## config.mk

```make
export PLATFORM = sky130hd
export DESIGN_NAME = sram_port_arbiter
export DESIGN_NICKNAME = d
export VERILOG_FILES = /design/src/rtl/sram_port_arbiter.sv
export SDC_FILE = /design/constraint.sdc
export NUM_CORES = 1
export LEC_CHECK = 0
export CAP_MARGIN = 5
export CORE_ASPECT_RATIO = 2
export CORE_MARGIN = 4
export CORE_UTILIZATION = 28
export DETAILED_ROUTE_END_ITERATION = 10
export HOLD_SLACK_MARGIN = 0.1
export PLACE_DENSITY_LB_ADDON = 0.3
export SLEW_MARGIN = 15
export SYNTH_ARGS = -nofsm -noshare
export SYNTH_HDL_FRONTEND = slang
export SYNTH_SLANG_ARGS = --single-unit
```

## constraint.sdc

```tcl
create_clock -name clk -period 4.83 [get_ports clk]
set_input_delay 0.7245 -clock clk [delete_from_list [all_inputs] [get_ports clk]]
set_output_delay 0.7245 -clock clk [all_outputs]
set_load 0.03 [all_outputs]
```

## src/rtl/sram_port_arbiter.sv

```systemverilog
// Shares a 1W1R SRAM between an instruction-fetch reader (A) and a data port (B), with optional post-reset zero-fill.
// Read arbitration is fixed B-over-A by default; define SRAM_ARB_RR_EN for round-robin on read conflicts.
module sram_port_arbiter #(
    parameter int ADDR_WIDTH     = 11,
    parameter int DATA_WIDTH     = 32,
    parameter int NUM_WMASKS     = 4,
    parameter int CLEAR_ON_RESET = 0
) (
    input  logic                  clk,
    input  logic                  rst,
    input  logic                  a_req,
    input  logic [ADDR_WIDTH-1:0] a_addr,
    output logic                  a_gnt,
    output logic                  a_rvalid,
    output logic [DATA_WIDTH-1:0] a_rdata,
    input  logic                  b_req,
    input  logic                  b_we,
    input  logic [ADDR_WIDTH-1:0] b_addr,
    input  logic [NUM_WMASKS-1:0] b_wmask,
    input  logic [DATA_WIDTH-1:0] b_wdata,
    output logic                  b_gnt,
    output logic                  b_rvalid,
    output logic [DATA_WIDTH-1:0] b_rdata,
    output logic                  busy,
    output logic                  sram_csb0,
    output logic [NUM_WMASKS-1:0] sram_wmask0,
    output logic [ADDR_WIDTH-1:0] sram_addr0,
    output logic [DATA_WIDTH-1:0] sram_din0,
    output logic                  sram_csb1,
    output logic [ADDR_WIDTH-1:0] sram_addr1,
    input  logic [DATA_WIDTH-1:0] sram_dout1
);

    typedef enum logic {
        S_INIT = 1'b0,
        S_RUN  = 1'b1
    } state_t;

    state_t                r_state;
    state_t                w_state_next;
    logic [ADDR_WIDTH-1:0] r_fill_cnt;
    logic                  r_a_rvalid;
    logic                  r_b_rvalid;

    logic w_run;
    logic w_fill;
    logic w_b_wr;
    logic w_b_rd;
    logic w_hazard;
    logic w_a_cand;
    logic w_conflict;
    logic w_b_wins;
    logic w_a_rd_gnt;
    logic w_b_rd_gnt;
    logic w_b_wr_gnt;

    // Grants and fill writes are suppressed while rst is high so the SRAM sees an idle cycle.
    assign w_run  = (r_state == S_RUN)  && !rst;
    assign w_fill = (r_state == S_INIT) && !rst;

    assign w_b_wr = b_req &&  b_we;
    assign w_b_rd = b_req && !b_we;

    // Negedge read/write to one address in the same cycle has undefined ordering, so hold A off.
    assign w_hazard   = a_req && w_b_wr && (a_addr == b_addr);
    assign w_a_cand   = a_req && !w_hazard;
    assign w_conflict = w_a_cand && w_b_rd;

`ifdef SRAM_ARB_RR_EN
    logic r_rr_last_b;

    assign w_b_wins = !r_rr_last_b;

    always_ff @(posedge clk) begin
        if (rst) begin
            r_rr_last_b <= 1'b0;
        end else if (w_run && w_conflict) begin
            r_rr_last_b <= w_b_wins;
        end
    end
`else
    assign w_b_wins = 1'b1;
`endif

    assign w_a_rd_gnt = w_run && w_a_cand && !(w_conflict &&  w_b_wins);
    assign w_b_rd_gnt = w_run && w_b_rd   && !(w_conflict && !w_b_wins);
    assign w_b_wr_gnt = w_run && w_b_wr;

    always_ff @(posedge clk) begin
        if (rst) begin
            r_state <= (CLEAR_ON_RESET != 0) ? S_INIT : S_RUN;
        end else begin
            r_state <= w_state_next;
        end
    end

    always_comb begin
        w_state_next = r_state;
        case (r_state)
            S_INIT: begin
                if (r_fill_cnt == {ADDR_WIDTH{1'b1}}) begin
                    w_state_next = S_RUN;
                end
            end
            S_RUN:   w_state_next = S_RUN;
            default: w_state_next = S_RUN;
        endcase
    end

    always_comb begin
        a_gnt       = 1'b0;
        b_gnt       = 1'b0;
        busy        = (r_state == S_INIT);
        sram_csb0   = 1'b1;
        sram_wmask0 = '0;
        sram_addr0  = '0;
        sram_din0   = '0;
        sram_csb1   = 1'b1;
        sram_addr1  = '0;
        case (r_state)
            S_INIT: begin
                if (w_fill) begin
                    sram_csb0   = 1'b0;
                    sram_wmask0 = '1;
                    sram_addr0  = r_fill_cnt;
                end
            end
            S_RUN: begin
                a_gnt = w_a_rd_gnt;
                b_gnt = w_b_rd_gnt || w_b_wr_gnt;
                if (w_b_wr_gnt) begin
                    sram_csb0   = 1'b0;
                    sram_wmask0 = b_wmask;
                    sram_addr0  = b_addr;
                    sram_din0   = b_wdata;
                end
                if (w_b_rd_gnt) begin
                    sram_csb1  = 1'b0;
                    sram_addr1 = b_addr;
                end else if (w_a_rd_gnt) begin
                    sram_csb1  = 1'b0;
                    sram_addr1 = a_addr;
                end
            end
            default: begin
                busy = 1'b0;
            end
        endcase
    end

    always_ff @(posedge clk) begin
        if (rst) begin
            r_fill_cnt <= '0;
        end else if (r_state == S_INIT) begin
            r_fill_cnt <= r_fill_cnt + 1'b1;
        end
    end

    // The macro returns data one cycle after the address is registered, so valid is the delayed grant.
    always_ff @(posedge clk) begin
        if (rst) begin
            r_a_rvalid <= 1'b0;
            r_b_rvalid <= 1'b0;
        end else begin
            r_a_rvalid <= w_a_rd_gnt;
            r_b_rvalid <= w_b_rd_gnt;
        end
    end

    assign a_rvalid = r_a_rvalid;
    assign b_rvalid = r_b_rvalid;
    assign a_rdata  = sram_dout1;
    assign b_rdata  = sram_dout1;

endmodule
```

==> flow_metrics.py <==
metrics = {
    "yosys": {
        "synth_compound_area_share_pct": 11.1,
        "syn_area_per_cell_um2": 7.15,
        "synth_area_um2": 1760,
        "synth_area_leaders": "buf_4, dfxtp_1, and2_1",
        "ys_ff_latch": 14,
        "syn_nets": 342,
        "synth_mux_area_share_pct": 0.569,
        "yosys_warnings": 0,
        "ys_types": 30,
        "synth_fa_ha_area_share_pct": 0.712,
        "synth_top_area_cell": "buf_4",
        "netlist_instances": 246,
        "synth-seq-area-share_pct": 15.9,
        "netlist.area_leader.share_pct": 27.3,
        "synth_top_family_by_area": "simple AND/OR/NAND/NOR gates",
        "synthSimpleGateAreaFrac_pct": 31.3,
        "synth_xor_area_share_pct": 9.47,
    },
    "sta": {
        "post-route-min-period_ns": 3.92,
        "skew_ns": 0.00187,
        "rsz0062_at_grt": "false",
        "worst_pin_slew_ns": 0.564,
        "slew_headroom_pct": 62.4,
        "fmax_ghz": 0.255,
        "maxSlewViolCount": 0,
        "hold_viol": 0,
        "period_share_pct": 81.2,
        "setup_tns_ns": 0,
        "finalSetupViolCount": 0,
    },
    "clock_network": {
        "clk_latency_ns": 0.25,
        "cts_hold_buf": 0,
        "cts_htree_levels": 1,
        "numCtsBuffers": 3,
        "clkTransAtPathRegs_ns": 0.05,
        "clock-sinks": 14,
        "cts_tree": "done",
        "ctsRootBufferMaster": "clkbuf_16",
        "postCtsSetupRepairBufs": 0,
        "cts_resized": 0,
        "cts_buffer_depth": 2,
    },
    "floorplan": {
        "ios": 224,
        "die_height_um": 120,
        "die-area_um2": 7690,
        "die_x_um": 64.0,
        "rows": 40,
        "core_um2": 6060,
        "start_util_pct": 29.0,
    },
    "critical_path": {
        "timing.critical_path.from_type": "primary input",
        "worst_setup_path_end_kind": "primary output",
        "crit_arrival_ns": 3.20,
        "path_class": "in -> out",
        "path_max_fanout": 13,
        "cp.required_ns": 4.11,
    },
    "outcome": {
        "status": "finished clean",
    },
    "grt": {
        "grt.total_usage_pct": 16.7,
        "antenna_found_initial": 0,
        "grt_pass1_wl_um": 9860,
        "overflow": 0,
        "grt_max_degree": 42,
        "grt_pass1_vias": 1738,
    },
    "placement": {
        "gp_congestion": 0.834,
        "port_buffers": 127,
        "dp_hpwl_um": 5640,
    },
    "final_layout": {
        "syn_to_final_growth_pct": 54.5,
        "finalNetCount": 402,
        "drive_gt1_share_pct": 3.93,
        "diodes": 0,
        "finalCoreUtilization_pct": 44.9,
        "fillCellCount": 608,
    },
    "routing": {
        "vias": 1750,
        "drc_errors": 0,
        "wirelength_um": 6670,
        "wl_per_cell_um": 17.1,
        "viasPerCell": 4.50,
        "drt_iter0_markers": 65,
        "drtPass1Iterations": 4,
        "ant_nets": 0,
    },
    "power_and_ir_drop": {
        "ir_drop_mv": 0.0973,
        "power.density_nw_per_um2": 170,
        "fin_total_pwr_uw": 463,
        "leakage_nw": 0.978,
    },
    "min_path": {
        "hold_class": "reg -> reg",
    },
    "run": {
        "maxCapViolations": 0,
    },
}
## kinds of logic after synthesis
family	Yosys count
flip-flops	14
buffers and inverters	78
AND/OR/NAND/NOR	104
adder cells (fa/ha/maj)	1
multiplexers	1
AO/OA/AOI/OAI	29
XOR/XNOR	19
## worst max-delay path, stage by stage
cell             delay (ns)
clkdlybuf4s50_1        0.50
nand2_1                0.14
or4_4                  0.58
nor3_4                 0.43
o21ai_0                0.19
clkdlybuf4s50_1        0.62
## registers in the layout (all words and copies together), names as in the netlist
register / cells
b_rvalid: 1
r_fill_cnt: 11
a_rvalid: 1
r_state: 1
## synthesized netlist by cell type
| cell | number |
|---|---|
| xnor2_1 | 13 |
| nand2_1 | 15 |
| buf_1 | 1 |
| mux2i_1 | 1 |
| nor2b_1 | 2 |
| nor3_4 | 1 |
| buf_2 | 2 |
| a22o_1 | 10 |
| a21oi_1 | 3 |
| buf_4 | 64 |
| nor3_1 | 4 |
| or3_1 | 2 |
| nor2_1 | 23 |
| buf_6 | 1 |
| and2_1 | 34 |
| nand3b_1 | 1 |
| clkbuf_1 | 7 |
| a22o_2 | 1 |
| inv_1 | 3 |
| nand4_1 | 3 |
| or4_4 | 1 |
| o31a_2 | 1 |
| dfxtp_1 | 14 |
| ha_1 | 1 |
| o31ai_1 | 1 |
| xor2_1 | 6 |
| nand2b_1 | 2 |
| nand4b_1 | 1 |
| nand3_1 | 15 |
| o21ai_0 | 13 |
## through the flow
step | cell area (um^2) | setup slack [ns] | std cells | hold WS (ns)
detailed placement | 2630 | 0.899 | 385 | 0.520
CTS | 2720 | 0.896 | 389 | 0.525
finish | 2720 | 0.907 | 389 | 0.523
global placement | 2630 | 0.934 | 385 | 0.508
global route | 2720 | 0.769 | 389 | 0.546
floorplan | 1760 | 1.98 | 246 | 0.465
## final cells by class
type | count | area, um^2 | area share, %
inverter | 3 | 11.3 | 0.415
clock buffer | 4 | 88.8 | 3.27
multi-input combinational | 154 | 937 | 34.5
timing repair buffer | 130 | 1290 | 47.6
tap | 84 | 105 | 3.87
sequential | 14 | 280 | 10.3
## placed cells by master, fill, tap and decap left out, drive strengths merged
cell type / n
clkdlybuf4s50: 127
and2: 34
nor2: 23
nand2: 15
nand3: 15
dfxtp: 14
xnor2: 13
o21ai: 13
a22o: 11
xor2: 6
nor3: 5
clkbuf: 4
inv: 3
a21oi: 3
nand4: 3
buf: 3
nand2b: 2
nor2b: 2
or3: 2
or4: 1
o31a: 1
nand4b: 1
nand3b: 1
o31ai: 1
mux2i: 1
ha: 1
## final timing paths
check                        end  slack, ns                        start  cells after the start
max                sram_addr1[7]       0.91                        b_req                      6
min           r_state$_SDFF_PP1_       0.52  r_fill_cnt[10]$_SDFFE_PP0N_                      2
max reg2reg  a_rvalid$_SDFF_PP0_       3.29           r_state$_SDFF_PP1_                      4
min reg2reg   r_state$_SDFF_PP1_       0.52  r_fill_cnt[10]$_SDFFE_PP0N_                      2
## per-layer routing
metal,wire length (um),GRT usage [%],vias up
met5,0,0,-
met2,3600,31.6,72
met4,364,10.8,0
met1,2030,14.6,772
met3,670,4.78,46
li1,-,-,860
## power breakdown
group          internal [mW]  switching [mW]
Sequential             0.117        0.000169
Combinational         0.0902          0.0794
Clock                  0.126          0.0508
(Power assumes the default switching activity.)
